$ cat src/rtl/hazard_pkg.sv
// Shared opcodes and state encoding for the pipeline hazard/stall controller.
// The optional performance counters are enabled with HAZARD_PERF_CNT_EN.
package hazard_pkg;

  localparam logic [6:0] OP_LOAD   = 7'b0000011;
  localparam logic [6:0] OP_STORE  = 7'b0100011;
  localparam logic [6:0] OP_BRANCH = 7'b1100011;
  localparam logic [6:0] OP_RTYPE  = 7'b0110011;
  localparam logic [6:0] OP_LUI    = 7'b0110111;
  localparam logic [6:0] OP_AUIPC  = 7'b0010111;
  localparam logic [6:0] OP_JAL    = 7'b1101111;

  typedef enum logic [1:0] {
    HZ_RUN,
    HZ_FLUSH,
    HZ_FREEZE
  } hz_state_t;

endpackage

$ cat src/rtl/hazard_opdec.sv
// Combinational operand decoder: opcode class, register-use flags and register fields.
// The optional performance counters are enabled with HAZARD_PERF_CNT_EN.
module hazard_opdec
  import hazard_pkg::*;
(
  input  logic [31:0] i_ir,
  output logic        o_is_load,
  output logic        o_is_store,
  output logic        o_uses_rs1,
  output logic        o_uses_rs2,
  output logic [4:0]  o_rd,
  output logic [4:0]  o_rs1,
  output logic [4:0]  o_rs2
);

  logic [6:0] w_op;
  logic       w_unused;

  assign w_op       = i_ir[6:0];
  assign o_is_load  = (w_op == OP_LOAD);
  assign o_is_store = (w_op == OP_STORE);
  // Upper-immediate and jump-and-link forms carry immediate bits in the rs1 field.
  assign o_uses_rs1 = !((w_op == OP_LUI) || (w_op == OP_AUIPC) || (w_op == OP_JAL));
  assign o_uses_rs2 = (w_op == OP_RTYPE) || (w_op == OP_STORE) || (w_op == OP_BRANCH);
  assign o_rd       = i_ir[11:7];
  assign o_rs1      = i_ir[19:15];
  assign o_rs2      = i_ir[24:20];

  assign w_unused = ^{i_ir[31:25], i_ir[14:12]};

endmodule

$ cat src/rtl/hazard_stall_unit.sv
// Pipeline hazard controller: load-use stall, taken-redirect squash, memory-wait freeze and timeout.
// Define HAZARD_PERF_CNT_EN to add the stall/flush performance counters.
module hazard_stall_unit
  import hazard_pkg::*;
#(
  parameter int unsigned FLUSH_CYCLES = 1,
  parameter int unsigned MAX_WAIT     = 16,
  parameter int unsigned CNT_W        = 32
) (
  input  logic        i_clk,
  input  logic        i_rst_n,
  input  logic [31:0] i_if_id_ir,
  input  logic [31:0] i_id_ex_ir,
  input  logic        i_br_taken,
  input  logic        i_mem_busy,
  output logic        o_pc_we,
  output logic        o_if_id_we,
  output logic        o_id_ex_we,
  output logic        o_if_id_flush,
  output logic        o_id_ex_bubble,
  output logic        o_mem_timeout
`ifdef HAZARD_PERF_CNT_EN
  ,
  output logic [CNT_W-1:0] o_stall_cnt,
  output logic [CNT_W-1:0] o_flush_cnt
`endif
);

  localparam int unsigned    WAIT_W     = $clog2(MAX_WAIT + 2);
  localparam logic [WAIT_W-1:0] WAIT_SAT   = WAIT_W'(MAX_WAIT + 1);
  localparam logic [WAIT_W-1:0] WAIT_LIMIT = WAIT_W'(MAX_WAIT);
  localparam logic [2:0]     FLUSH_INIT = 3'(FLUSH_CYCLES);

  hz_state_t         r_state, w_state_nx;
  hz_state_t         r_saved, w_saved_nx;
  logic [2:0]        r_flush_left, w_flush_left_nx;
  logic [WAIT_W-1:0] r_wait_cnt, w_wait_now;
  logic              r_timeout;
  logic              w_timeout_hit;
  logic              w_stall;

  logic       w_ifid_is_load, w_ifid_is_store, w_ifid_uses_rs1, w_ifid_uses_rs2;
  logic [4:0] w_ifid_rd, w_ifid_rs1, w_ifid_rs2;
  logic       w_idex_is_load, w_idex_is_store, w_idex_uses_rs1, w_idex_uses_rs2;
  logic [4:0] w_idex_rd, w_idex_rs1, w_idex_rs2;
  logic       w_rs1_hit, w_rs2_hit, w_load_use;
  logic       w_unused;

  hazard_opdec u_dec_if_id (
    .i_ir       (i_if_id_ir),
    .o_is_load  (w_ifid_is_load),
    .o_is_store (w_ifid_is_store),
    .o_uses_rs1 (w_ifid_uses_rs1),
    .o_uses_rs2 (w_ifid_uses_rs2),
    .o_rd       (w_ifid_rd),
    .o_rs1      (w_ifid_rs1),
    .o_rs2      (w_ifid_rs2)
  );

  hazard_opdec u_dec_id_ex (
    .i_ir       (i_id_ex_ir),
    .o_is_load  (w_idex_is_load),
    .o_is_store (w_idex_is_store),
    .o_uses_rs1 (w_idex_uses_rs1),
    .o_uses_rs2 (w_idex_uses_rs2),
    .o_rd       (w_idex_rd),
    .o_rs1      (w_idex_rs1),
    .o_rs2      (w_idex_rs2)
  );

  assign w_unused = ^{w_ifid_is_load, w_ifid_rd, w_idex_is_store, w_idex_uses_rs1,
                      w_idex_uses_rs2, w_idex_rs1, w_idex_rs2};

  // A store whose only dependency is its data operand gets the value through the store bypass.
  assign w_rs1_hit  = w_ifid_uses_rs1 && (w_idex_rd == w_ifid_rs1);
  assign w_rs2_hit  = w_ifid_uses_rs2 && !w_ifid_is_store && (w_idex_rd == w_ifid_rs2);
  assign w_load_use = w_idex_is_load && (w_idex_rd != 5'd0) && (w_rs1_hit || w_rs2_hit);

  // Busy-cycle count including the current cycle, saturating so the counter never wraps.
  assign w_wait_now    = (r_wait_cnt == WAIT_SAT) ? WAIT_SAT : r_wait_cnt + 1'b1;
  assign w_timeout_hit = i_rst_n && i_mem_busy && (w_wait_now > WAIT_LIMIT);
  assign o_mem_timeout = r_timeout || w_timeout_hit;

  always_comb begin
    w_state_nx       = r_state;
    w_saved_nx       = r_saved;
    w_flush_left_nx  = r_flush_left;
    o_pc_we          = 1'b1;
    o_if_id_we       = 1'b1;
    o_id_ex_we       = 1'b1;
    o_if_id_flush    = 1'b0;
    o_id_ex_bubble   = 1'b0;
    w_stall          = 1'b0;

    if (!i_rst_n) begin
      o_pc_we        = 1'b0;
      o_if_id_we     = 1'b0;
      o_id_ex_we     = 1'b0;
      o_if_id_flush  = 1'b1;
      o_id_ex_bubble = 1'b1;
    end else if (i_mem_busy) begin
      o_pc_we    = 1'b0;
      o_if_id_we = 1'b0;
      o_id_ex_we = 1'b0;
      if (r_state != HZ_FREEZE) begin
        w_saved_nx = r_state;
        w_state_nx = HZ_FREEZE;
      end
    end else begin
      unique case (r_state)
        HZ_RUN: begin
          if (i_br_taken) begin
            o_if_id_flush  = 1'b1;
            o_id_ex_bubble = 1'b1;
            if (FLUSH_CYCLES != 0) begin
              w_state_nx      = HZ_FLUSH;
              w_flush_left_nx = FLUSH_INIT;
            end
          end else if (w_load_use) begin
            o_pc_we        = 1'b0;
            o_if_id_we     = 1'b0;
            o_id_ex_bubble = 1'b1;
            w_stall        = 1'b1;
          end
        end
        HZ_FLUSH: begin
          o_if_id_flush   = 1'b1;
          w_flush_left_nx = r_flush_left - 3'd1;
          if (r_flush_left <= 3'd1) begin
            w_flush_left_nx = 3'd0;
            w_state_nx      = HZ_RUN;
          end
        end
        HZ_FREEZE: begin
          w_state_nx = r_saved;
        end
        default: begin
          w_state_nx = HZ_RUN;
        end
      endcase
    end
  end

  always_ff @(posedge i_clk) begin
    if (!i_rst_n) begin
      r_state      <= HZ_RUN;
      r_saved      <= HZ_RUN;
      r_flush_left <= 3'd0;
      r_wait_cnt   <= '0;
      r_timeout    <= 1'b0;
    end else begin
      r_state      <= w_state_nx;
      r_saved      <= w_saved_nx;
      r_flush_left <= w_flush_left_nx;
      r_wait_cnt   <= i_mem_busy ? w_wait_now : '0;
      r_timeout    <= r_timeout || w_timeout_hit;
    end
  end

`ifdef HAZARD_PERF_CNT_EN
  logic [CNT_W-1:0] r_stall_cnt;
  logic [CNT_W-1:0] r_flush_cnt;

  always_ff @(posedge i_clk) begin
    if (!i_rst_n) begin
      r_stall_cnt <= '0;
      r_flush_cnt <= '0;
    end else begin
      if (w_stall) r_stall_cnt <= r_stall_cnt + 1'b1;
      if (o_if_id_flush) r_flush_cnt <= r_flush_cnt + 1'b1;
    end
  end

  assign o_stall_cnt = r_stall_cnt;
  assign o_flush_cnt = r_flush_cnt;
`else
  localparam int unsigned CNT_W_unused = CNT_W;
`endif

endmodule
$ cat config.mk
export PLATFORM = sky130hd
export DESIGN_NAME = hazard_stall_unit
export DESIGN_NICKNAME = d
export VERILOG_FILES = /design/src/rtl/hazard_pkg.sv /design/src/rtl/hazard_opdec.sv /design/src/rtl/hazard_stall_unit.sv
export SDC_FILE = /design/constraint.sdc
export NUM_CORES = 1
export LEC_CHECK = 0
export CORE_MARGIN = 4
export CORE_UTILIZATION = 36
export CTS_BUF_LIST = sky130_fd_sc_hd__clkbuf_4
export DETAILED_ROUTE_END_ITERATION = 10
export PLACE_DENSITY = 0.89
export SLEW_MARGIN = 25
export SYNTH_ARGS = -nofsm -noshare
export SYNTH_HDL_FRONTEND = slang
export SYNTH_SLANG_ARGS = --single-unit
$ cat constraint.sdc
create_clock -name i_clk -period 3.9 [get_ports i_clk]
set_input_delay 0.585 -clock i_clk [delete_from_list [all_inputs] [get_ports i_clk]]
set_output_delay 0.585 -clock i_clk [all_outputs]
set_load 0.02 [all_outputs]
# Yosys cells after proc, flatten, opt, wreduce, memory -nomap -nowiden

Index checks and enable logic that the tools add are counted.

Register bits: 13
Bits in latches: 0
Bits in writable memories: 0
ROM bits: 0
Input bits: 68
Output and inout bits: 6
Word-level logic and storage cells: 74
Memories: 0

Add/subtract/negate cells: 2
$mul: 0
Divide/modulo/power cells: 0
Order comparisons: 2
Equal/unequal tests: 17
Shifts and indexed selects: 0
Mux-type cells: 25
Bitwise gates (word level): 1
Reductions and logical operators: 22

Operators by type and width:

| cell                                                 | count |
|---|---|
| equality test 7 x 6 -> 1 bit (second input constant) | 3 |
| two-way mux 1 bit                                    | 15 |
| equality test 7 bit (second input constant)          | 2 |
| equality test 5 bit                                  | 2 |
| two-way mux 2 bit                                    | 4 |
| equality test 7 x 2 -> 1 bit (second input constant) | 1 |
| equality test 7 x 5 -> 1 bit (second input constant) | 1 |
| logical AND 1 bit                                    | 7 |
| logical OR 1 bit                                     | 6 |
| two-way mux 3 bit                                    | 2 |
| != test 3 bit (second input constant)                | 2 |
| case mux 2 bit (3 select lines)                      | 1 |
| case mux 3 bit (2 select lines)                      | 1 |
| AND reduction 3 bit                                  | 2 |
| adder 5 x 1 -> 5 bit (second input constant)         | 1 |
| equality test 5 bit (second input constant)          | 1 |
| > comparator 5 bit (second input constant)           | 1 |
| two-way mux 5 bit                                    | 1 |
| nonzero test 5 bit                                   | 1 |
| != test 2 bit (second input constant)                | 2 |
| AND reduction 2 bit                                  | 2 |
| <= comparator 3 x 1 -> 1 bit (second input constant) | 1 |
| subtractor 3 x 1 -> 3 bit (second input constant)    | 1 |
| equality test 2 x 1 -> 1 bit (second input constant) | 1 |
| 7 further kinds                                      | 8 |

# Logic depth before layout (Yosys ltp)

Gate-level depths: netlist of the first run.

Word-level depth: 12
Gate-level depth with buffers: 7
Mapped depth without buffers: 7

# Modules after synthesis

Synthesis of the first run repeated with hierarchy kept, for this count alone.

Cells, all modules: 143
Area total of the unflattened synthesis: 1248.7 µm²

Modules (own cells, without submodules):

| module            | times used | cells each | area an instance (µm²) | seq. area each (µm²) |
|---|---|---|---|---|
| hazard_stall_unit | 1          | 97         | 868.3                  | 260.2 |
| hazard_opdec      | 2          | 23         | 190.2                  | 0.0 |

# Worst setup path before layout of the first run

OpenSTA, ideal clock, no wires.

Path kind: input -> output
Start: input i_id_ex_ir[8]
End: output o_pc_we
Arrival: 1784 ps
Data required time: 3315 ps
Setup slack: 1531 ps
Stages on the path: 5
Buffers on the path: 1
Cell sequence: xor2_1 > or4_4 > o21ai_0 > a31oi_1 > buf_4

Cells in the longest elaborated chain, start to end: 9
Elaborated cells on any way between the ends: 13
Those cells by class: 2 x eq/ne; 5 x mux; 6 x reduce/logical

Ends and longest elaborated chain:

| item                                   | RTL line                                         | text |
|---|---|---|
| from (decl)                            | hazard_stall_unit.sv:13                          | `input logic [31:0] i_id_ex_ir,` |
| equality test 5 bit (on tied branches) | hazard_stall_unit.sv:75, hazard_stall_unit.sv:76 |  |
| logical AND 1 bit (on tied branches)   | hazard_stall_unit.sv:75, hazard_stall_unit.sv:76 |  |
| logical OR 1 bit                       | hazard_stall_unit.sv:77                          | `assign w_load_use = w_idex_is_load && (w_idex_rd != 5'd0) && (w_rs1_hit \|\| w_rs2_hit);` |
| logical AND 1 bit *                    | hazard_stall_unit.sv:77                          |  |
| two-way mux 1 bit * (5 in series)      | --                                               |  |
| to (decl)                              | hazard_stall_unit.sv:16                          | `output logic o_pc_we,` |

Mark *: on every way between the ends. The rest lies on a longest branch, timed or not.

# Worst setup path after layout of the first run

Start: input i_id_ex_ir[8]
End: output o_id_ex_bubble

Cells in the longest elaborated chain, start to end: 9
Elaborated cells on any way between the ends: 13
Those cells by class: 2 x eq/ne; 5 x mux; 6 x reduce/logical

Ends and longest elaborated chain:

| item                                   | RTL line                                         | text |
|---|---|---|
| equality test 5 bit (on tied branches) | hazard_stall_unit.sv:75, hazard_stall_unit.sv:76 |  |
| logical AND 1 bit (on tied branches)   | hazard_stall_unit.sv:75, hazard_stall_unit.sv:76 |  |
| logical OR 1 bit                       | hazard_stall_unit.sv:77                          |  |
| logical AND 1 bit *                    | hazard_stall_unit.sv:77                          |  |
| two-way mux 1 bit *                    | hazard_stall_unit.sv:119                         | `end else if (w_load_use) begin` |
| two-way mux 1 bit *                    | hazard_stall_unit.sv:112                         | `if (i_br_taken) begin` |
| two-way mux 1 bit *                    | hazard_stall_unit.sv:110                         | `unique case (r_state)` |
| two-way mux 1 bit *                    | hazard_stall_unit.sv:101                         | `end else if (i_mem_busy) begin` |
| two-way mux 1 bit *                    | hazard_stall_unit.sv:95                          | `if (!i_rst_n) begin` |
| to (decl)                              | hazard_stall_unit.sv:20                          | `output logic o_id_ex_bubble,` |

Marks and branches as above.

==> metrics.yaml, run 1 <==
outcome: "completed"
synthMuxAreaShare_pct: 0
synth_largest_area_cell: "dfxtp_1"
p_leak_nw: 0.491
p_seq_share_pct: 44.7
synth_area_um2: 888
nNetsFinal: 221
pwr-share-clk_pct: 26.9
synthSimpleGateAreaFrac_pct: 26.8
post_cts_resized: 0
ios: 74
wire_per_inst_um: 13.4
clockRootBuffer: "clkbuf_4"
finalSetupTns_ns: 0
place_inst: 172
die_h_um: 57.7
hp-class: "reg -> reg"
postSynthCellCount: 110
grt.total_usage_pct: 14.8
routed-via-count: 936
cts_tree: "yes"
synth_flop_cell: "dfxtp_1"
clkLatencyLatePin_ns: 0.28
drive_above_1_share_pct: 4.05
core_region_area_mm2: 0.00228
synth_top_area_share_pct: 29.3
p_total_mw: 0.316
clkTransAtPathRegs_ns: 0.08
htree_levels: 1
rsz0062_at_grt: "no"
p_switching_mw: 0.0888
ys_types: 34
power.density_mw_per_mm2: 246
viasPerCell: 5.32
pre_cts_ws_ns: 0.588
worst-path-max-fanout: 3
worst_pin_slew_ns: 0.446
async_flop_share_pct: 0
grt_pass1_wl_um: 3880
syn_area_per_cell_um2: 8.08
port_buffers: 38
cp.arrival_ns: 2.74
period_minus_slack_ns: 3.32
row_count: 17
n_antenna_cell: 0
antenna_found_initial: 0
synthXorXnorAreaFrac_pct: 13.8
vdd_drop_max_v: 0.000229
synth-edff-count: 0
syn_nets: 182
setup_viol: 0
ys_seq_elements: 13
finalWorstSetupSlack_ns: 0.576
grt_max_degree: 13
gp_congestion: 0.853
relSlewSlack_pct: 69.9
cts_buffers: 3
drv_slew: 0
synth_compound_area_share_pct: 16.3
p_int_mw: 0.228
final_cell_count_no_fill: 176
die_w_um: 57.7
areaGrowthSynthToFinish_pct: 44.6
max_freq_mhz: 301
combPwrFrac_pct: 28.4
p_sw_share_pct: 28.1
die_area_mm2: 0.00333
cp-start-kind: "input port"
grt_pass1_vias: 912
cts_sinks: 13
finalHoldViolations: 0
fin_crit_sh_pct: 85.2
skew_ns: 0.00246
overflow: 0
synth_area_leaders: "dfxtp_1, xnor2_1, ha_1"
synth_top_family_by_area: "simple AND/OR/NAND/NOR gates"
cp.required_ns: 3.31
place_hpwl_um: 1940
drc: 0
ctsHoldBuffers: 0
drt_iter0_drc: 17
drt-pass1-iter-count: 4
synthTopCellsByCount: "dfxtp_1, nor2_1, xnor2_1, a21oi_1, inv_1"
ant_nets: 0
initial_core_util_pct: 39.0
routed_wl_um: 2350
cts_buffer_depth: 2
ys_warn_count: 0
crit_path_end_kind: "output port"
critical_path_class: "in -> out"
post-cts-setup-buffer-count: 0
ys_seq_area_share_pct: 29.3
drv_cap: 0
synthAdderAreaFrac_pct: 5.63
## critical path: stages
cell             delay, ns
clkdlybuf4s50_1       0.48
xor2_1                0.19
or4_4                 0.54
o2111ai_1             0.13
o311a_1               0.20
clkdlybuf4s50_1       0.61
## registers in the layout, summed over array words and instances (netlist names)
signal,count
r_wait_cnt,5
r_flush_left,3
r_saved,2
r_state,2
r_timeout,1
## layout make-up
type | instances | area (µm²)
Clock buffer | 3 | 22.5
Clock inverter | 1 | 5.00
Fill cell | 191 | 991
Inverter | 7 | 26.3
Multi-Input combinational cell | 86 | 556
Sequential cell | 13 | 260
Tap cell | 28 | 35.0
Timing Repair Buffer | 38 | 380
## final timing paths
check	cells after the start	from	slack, ns	to
worst max-delay path	6	i_id_ex_ir[8]	0.58	o_id_ex_bubble
worst min-delay path	2	r_flush_left[2]$_SDFFE_PN0P_	0.49	r_flush_left[2]$_SDFFE_PN0P_
worst max register to register	6	r_wait_cnt[0]$_SDFF_PN0_	2.20	r_timeout$_SDFF_PN0_
worst min register to register	2	r_flush_left[2]$_SDFFE_PN0P_	0.49	r_flush_left[2]$_SDFFE_PN0P_
## power groups by stage
| stage | combinational (mW) | clock [mW] | sequential, mW |
|---|---|---|---|
| after global routing | 0.0982 | 0.0937 | 0.142 |
| after CTS | 0.0897 | 0.0853 | 0.141 |
| after global placement | 0.0858 | 0 | 0.144 |
| final | 0.0898 | 0.0852 | 0.141 |
| after detailed placement | 0.0892 | 0 | 0.144 |
| after floorplan | 0.0440 | 0 | 0.142 |
## cell usage in the layout, fill, tap and decap left out, types with 2 or more instances in the layout
master,count
a21oi_1,8
nor2_1,13
nor3_1,4
o2111ai_1,2
xnor2_1,10
nand2b_1,2
xor2_1,4
dfxtp_1,13
clkbuf_4,3
clkdlybuf4s50_1,38
inv_1,7
and3_1,2
nor2b_1,3
nand2_1,6
nand3_1,5
a31oi_1,3
ha_1,4
nand4_1,2
o21ai_0,4
## metrics by stage
step	hold WS, ns	instance area [µm²]	utilization [%]
global route	0.521	1280	56.5
finish	0.492	1280	56.5
CTS	0.493	1280	56.5
global placement	0.466	1260	55.3
detailed placement	0.482	1260	55.3
floorplan	0.451	888	-
## cells by family (layout without fill, tap and decap cells)
kind of cell             count (synthesis)  after routing
AO/OA/AOI/OAI                           23             23
buffers and inverters                   11             49
adder cells (fa/ha/maj)                  4              4
AND/OR/NAND/NOR                         45             45
flip-flops                              13             13
XOR/XNOR                                14             14
## metal layers
| layer | vias up | wire length (µm) | share of wire (%) | GRT usage, % |
|---|---|---|---|---|
| li1 | 467 | - | - | - |
| met1 | 438 | 958 | 41 | 17.0 |
| met2 | 29 | 1290 | 55 | 27.4 |
| met3 | 2 | 97 | 4.1 | 3.79 |
| met4 | 0 | 9 | 0.38 | 2.65 |
| met5 | - | 0 | 0 | 0 |
Power figures use the tool's default switching activity.
==> run 2: changes to the inputs <==
- SLEW_MARGIN: 25 -> unset
==> results of run 2 <==
No change in the layout: final DEF, timing and power equal those of run 1.
==> run 3: changes to the inputs <==
- CORE_MARGIN: 4 -> 3
==> run 3 against run 2 <==
Effect of this change: clock-buffer cell count rose by 1; first-iteration DRC count rose by 47%; die area fell by 6.8%; sequential share of layout area barely moved; power rose by 0.93%; critical path depth rose by 1; worst setup slack barely moved; clock power rose by 3.6%; non-clock buffer count did not move; maximum frequency barely moved; combinational power barely moved.
==> metrics.yaml, run 3 (synthesis gave the netlist of run 1 again) <==
drv_cap: 0  # unchanged
htree_levels: 1  # unchanged
drc: 0  # unchanged
drv_slew: 0  # unchanged
hp-class: "reg -> reg"
viasPerCell: 5.30  # -0.43%
worst_pin_slew_ns: 0.443  # -0.00296 ns
core_region_area_mm2: 0.00228  # unchanged
largest_registers: "r_wait_cnt (5), r_flush_left (3)"
finalHoldViolations: 0  # unchanged
grt_pass1_wl_um: 3840  # -1.1%
cts_sinks: 13  # unchanged
path_buf_inv: 2  # unchanged
max_freq_mhz: 301  # about the same
ant_nets: 0  # unchanged
final_area_mm2: 0.00129  # +0.19%
setup_viol: 0  # unchanged
wl_met1_um: 883  # -7.8%
pwr-share-clk_pct: 27.6  # +0.7 points
routed_wl_um: 2360  # +0.21%
seq_area_um2: 260  # unchanged
die_area_mm2: 0.00310  # -6.8%
p_int_mw: 0.236  # +3.7%
p_seq_share_pct: 44.3  # -0.4 points
initial_core_util_pct: 39.0  # unchanged
fin_crit_sh_pct: 85.2  # about the same
grt.total_usage_pct: 15.6  # +0.86 points
critical_path_class: "in -> out"
grt_max_degree: 13  # unchanged
fillCellCount: 201  # +5.2%
drt-pass1-iter-count: 4  # unchanged
outcome: "completed"
cp_cell_sequence: "clkdlybuf4s50_1, xnor2_1, nand4_1, or4_4, o2111ai_1, o311a_1, clkdlybuf4s50_1"
grt_pass1_vias: 915  # +0.33%
largest_register_ffs: 5  # unchanged
ctsHoldBuffers: 0  # unchanged
finalSetupTns_ns: 0  # unchanged
cts_buffers: 3  # unchanged
dpl_cell_area_mm2: 0.00126  # unchanged
place_hpwl_um: 1950  # +0.84%
p_sw_share_pct: 26.1  # -2.0 points
cts_tree: "yes"
skew_ns: 0.00423  # +0.00177 ns
n_antenna_cell: 0  # unchanged
die_w_um: 55.7  # -3.5%
clkLatencyLatePin_ns: 0.28  # about the same
pre_cts_ws_ns: 0.563  # -0.0247 ns
cp.arrival_ns: 2.74  # about the same
areaGrowthSynthToFinish_pct: 44.9
drive_above_1_share_pct: 4.05  # unchanged
combPwrFrac_pct: 28.1  # -0.3 points
wire_per_inst_um: 13.4  # +0.21%
post_cts_resized: 0  # unchanged
p_leak_nw: 0.491  # +0.14%
top_register: "r_wait_cnt"
row_count: 17  # unchanged
cp.required_ns: 3.31  # about the same
clkTransAtPathRegs_ns: 0.07  # about the same
slowest_delay_ns: 0.61  # about the same
clockRootBuffer: "clkbuf_4"
post-cts-setup-buffer-count: 0  # unchanged
period_minus_slack_ns: 3.32  # +0.000138 ns
routed.top_layer: "met4"
port_buffers: 38  # unchanged
p_switching_mw: 0.0832  # -6.3%
die_h_um: 55.7  # -3.5%
cpLargestDelayFamily: "buffers and inverters"
power.density_mw_per_mm2: 248  # +0.73%
dr_wl_met2_um: 1270  # -1.2%
slowest_stage: "clkdlybuf4s50_1"
worst-path-max-fanout: 3  # unchanged
finalWorstSetupSlack_ns: 0.575  # -0.000138 ns
relSlewSlack_pct: 70.1  # +0.20 points
routed-via-count: 932  # -0.43%
antenna_found_initial: 0  # unchanged
overflow: 0  # unchanged
vdd_drop_max_v: 0.000183  # -20%
p_total_mw: 0.319  # +0.93%
layout_common_cells: "clkdlybuf4s50_1, nor2_1, dfxtp_1, xnor2_1, a21oi_1"
crit_path_end_kind: "output port"
gp_congestion: 0.828  # -3.0%
cts_buffer_depth: 2  # unchanged
rsz0062_at_grt: "no"
wl_met3_um: 135  # +39%
multi_input_area_um2: 556  # unchanged
ios: 74  # unchanged
timing.critical_path.mode_cell: "clkdlybuf4s50_1"
mostFrequentLayoutCell: "clkdlybuf4s50_1"
drt_iter0_drc: 25  # +8
nNetsFinal: 221  # unchanged
cp-start-kind: "input port"
==> run 3: cell types whose count changed in the layout (fill, tap and decap cells not counted) <==
cell | before | now
clkbuf_4 | 3 | 4
clkinv_2 | 1 | 0
==> run 3: final cells by class <==
cell class	instances	area share [%]
multi-input combinational	86	43.1
inverter	7	2.04
tap	28	2.72
sequential	13	20.2
clock buffer	4	2.33
timing repair buffer	38	29.5
==> run 3: worst reg2reg max path: stages (launching register included) <==
cell     delay (ns)
dfxtp_1        0.35
ha_1           0.23
xnor2_1        0.20
nand2_1        0.07
or3_1          0.37
a21o_1         0.20
and2_1         0.15
==> run 3: path summary, 6_finish.rpt <==
check	startpoint	to	slack (ns)	cells past startpoint
max reg2reg	r_wait_cnt[0]$_SDFF_PN0_	r_timeout$_SDFF_PN0_	2.23	6
min reg2reg	r_flush_left[2]$_SDFFE_PN0P_	r_flush_left[2]$_SDFFE_PN0P_	0.50	2
max	i_id_ex_ir[10]	o_id_ex_bubble	0.58	7
min	r_flush_left[2]$_SDFFE_PN0P_	r_flush_left[2]$_SDFFE_PN0P_	0.50	2
==> run 3: through the flow <==
stage	util, %	hold WS [ns]	std cells
6_report	56.6	0.496	176
4_1_cts	56.6	0.495	176
3_3_place_gp	55.3	0.466	172
3_5_place_dp	55.3	0.486	172
2_1_floorplan	-	0.451	110
5_1_grt	56.6	0.535	176
==> run 3: power by group through the flow <==
stage / Combinational (mW) / Sequential [mW] / Clock, mW
floorplan: 0.0440 / 0.142 / 0
global placement: 0.0859 / 0.144 / 0
detailed placement: 0.0895 / 0.144 / 0
CTS: 0.0900 / 0.141 / 0.0931
global route: 0.0973 / 0.142 / 0.0986
finish: 0.0896 / 0.141 / 0.0883
==> run 3: per-layer routing <==
layer,track usage (%),vias up
met3,4.87,8
met4,9.38,0
met1,16.2,421
met2,27.2,38
met5,0,-
li1,-,465
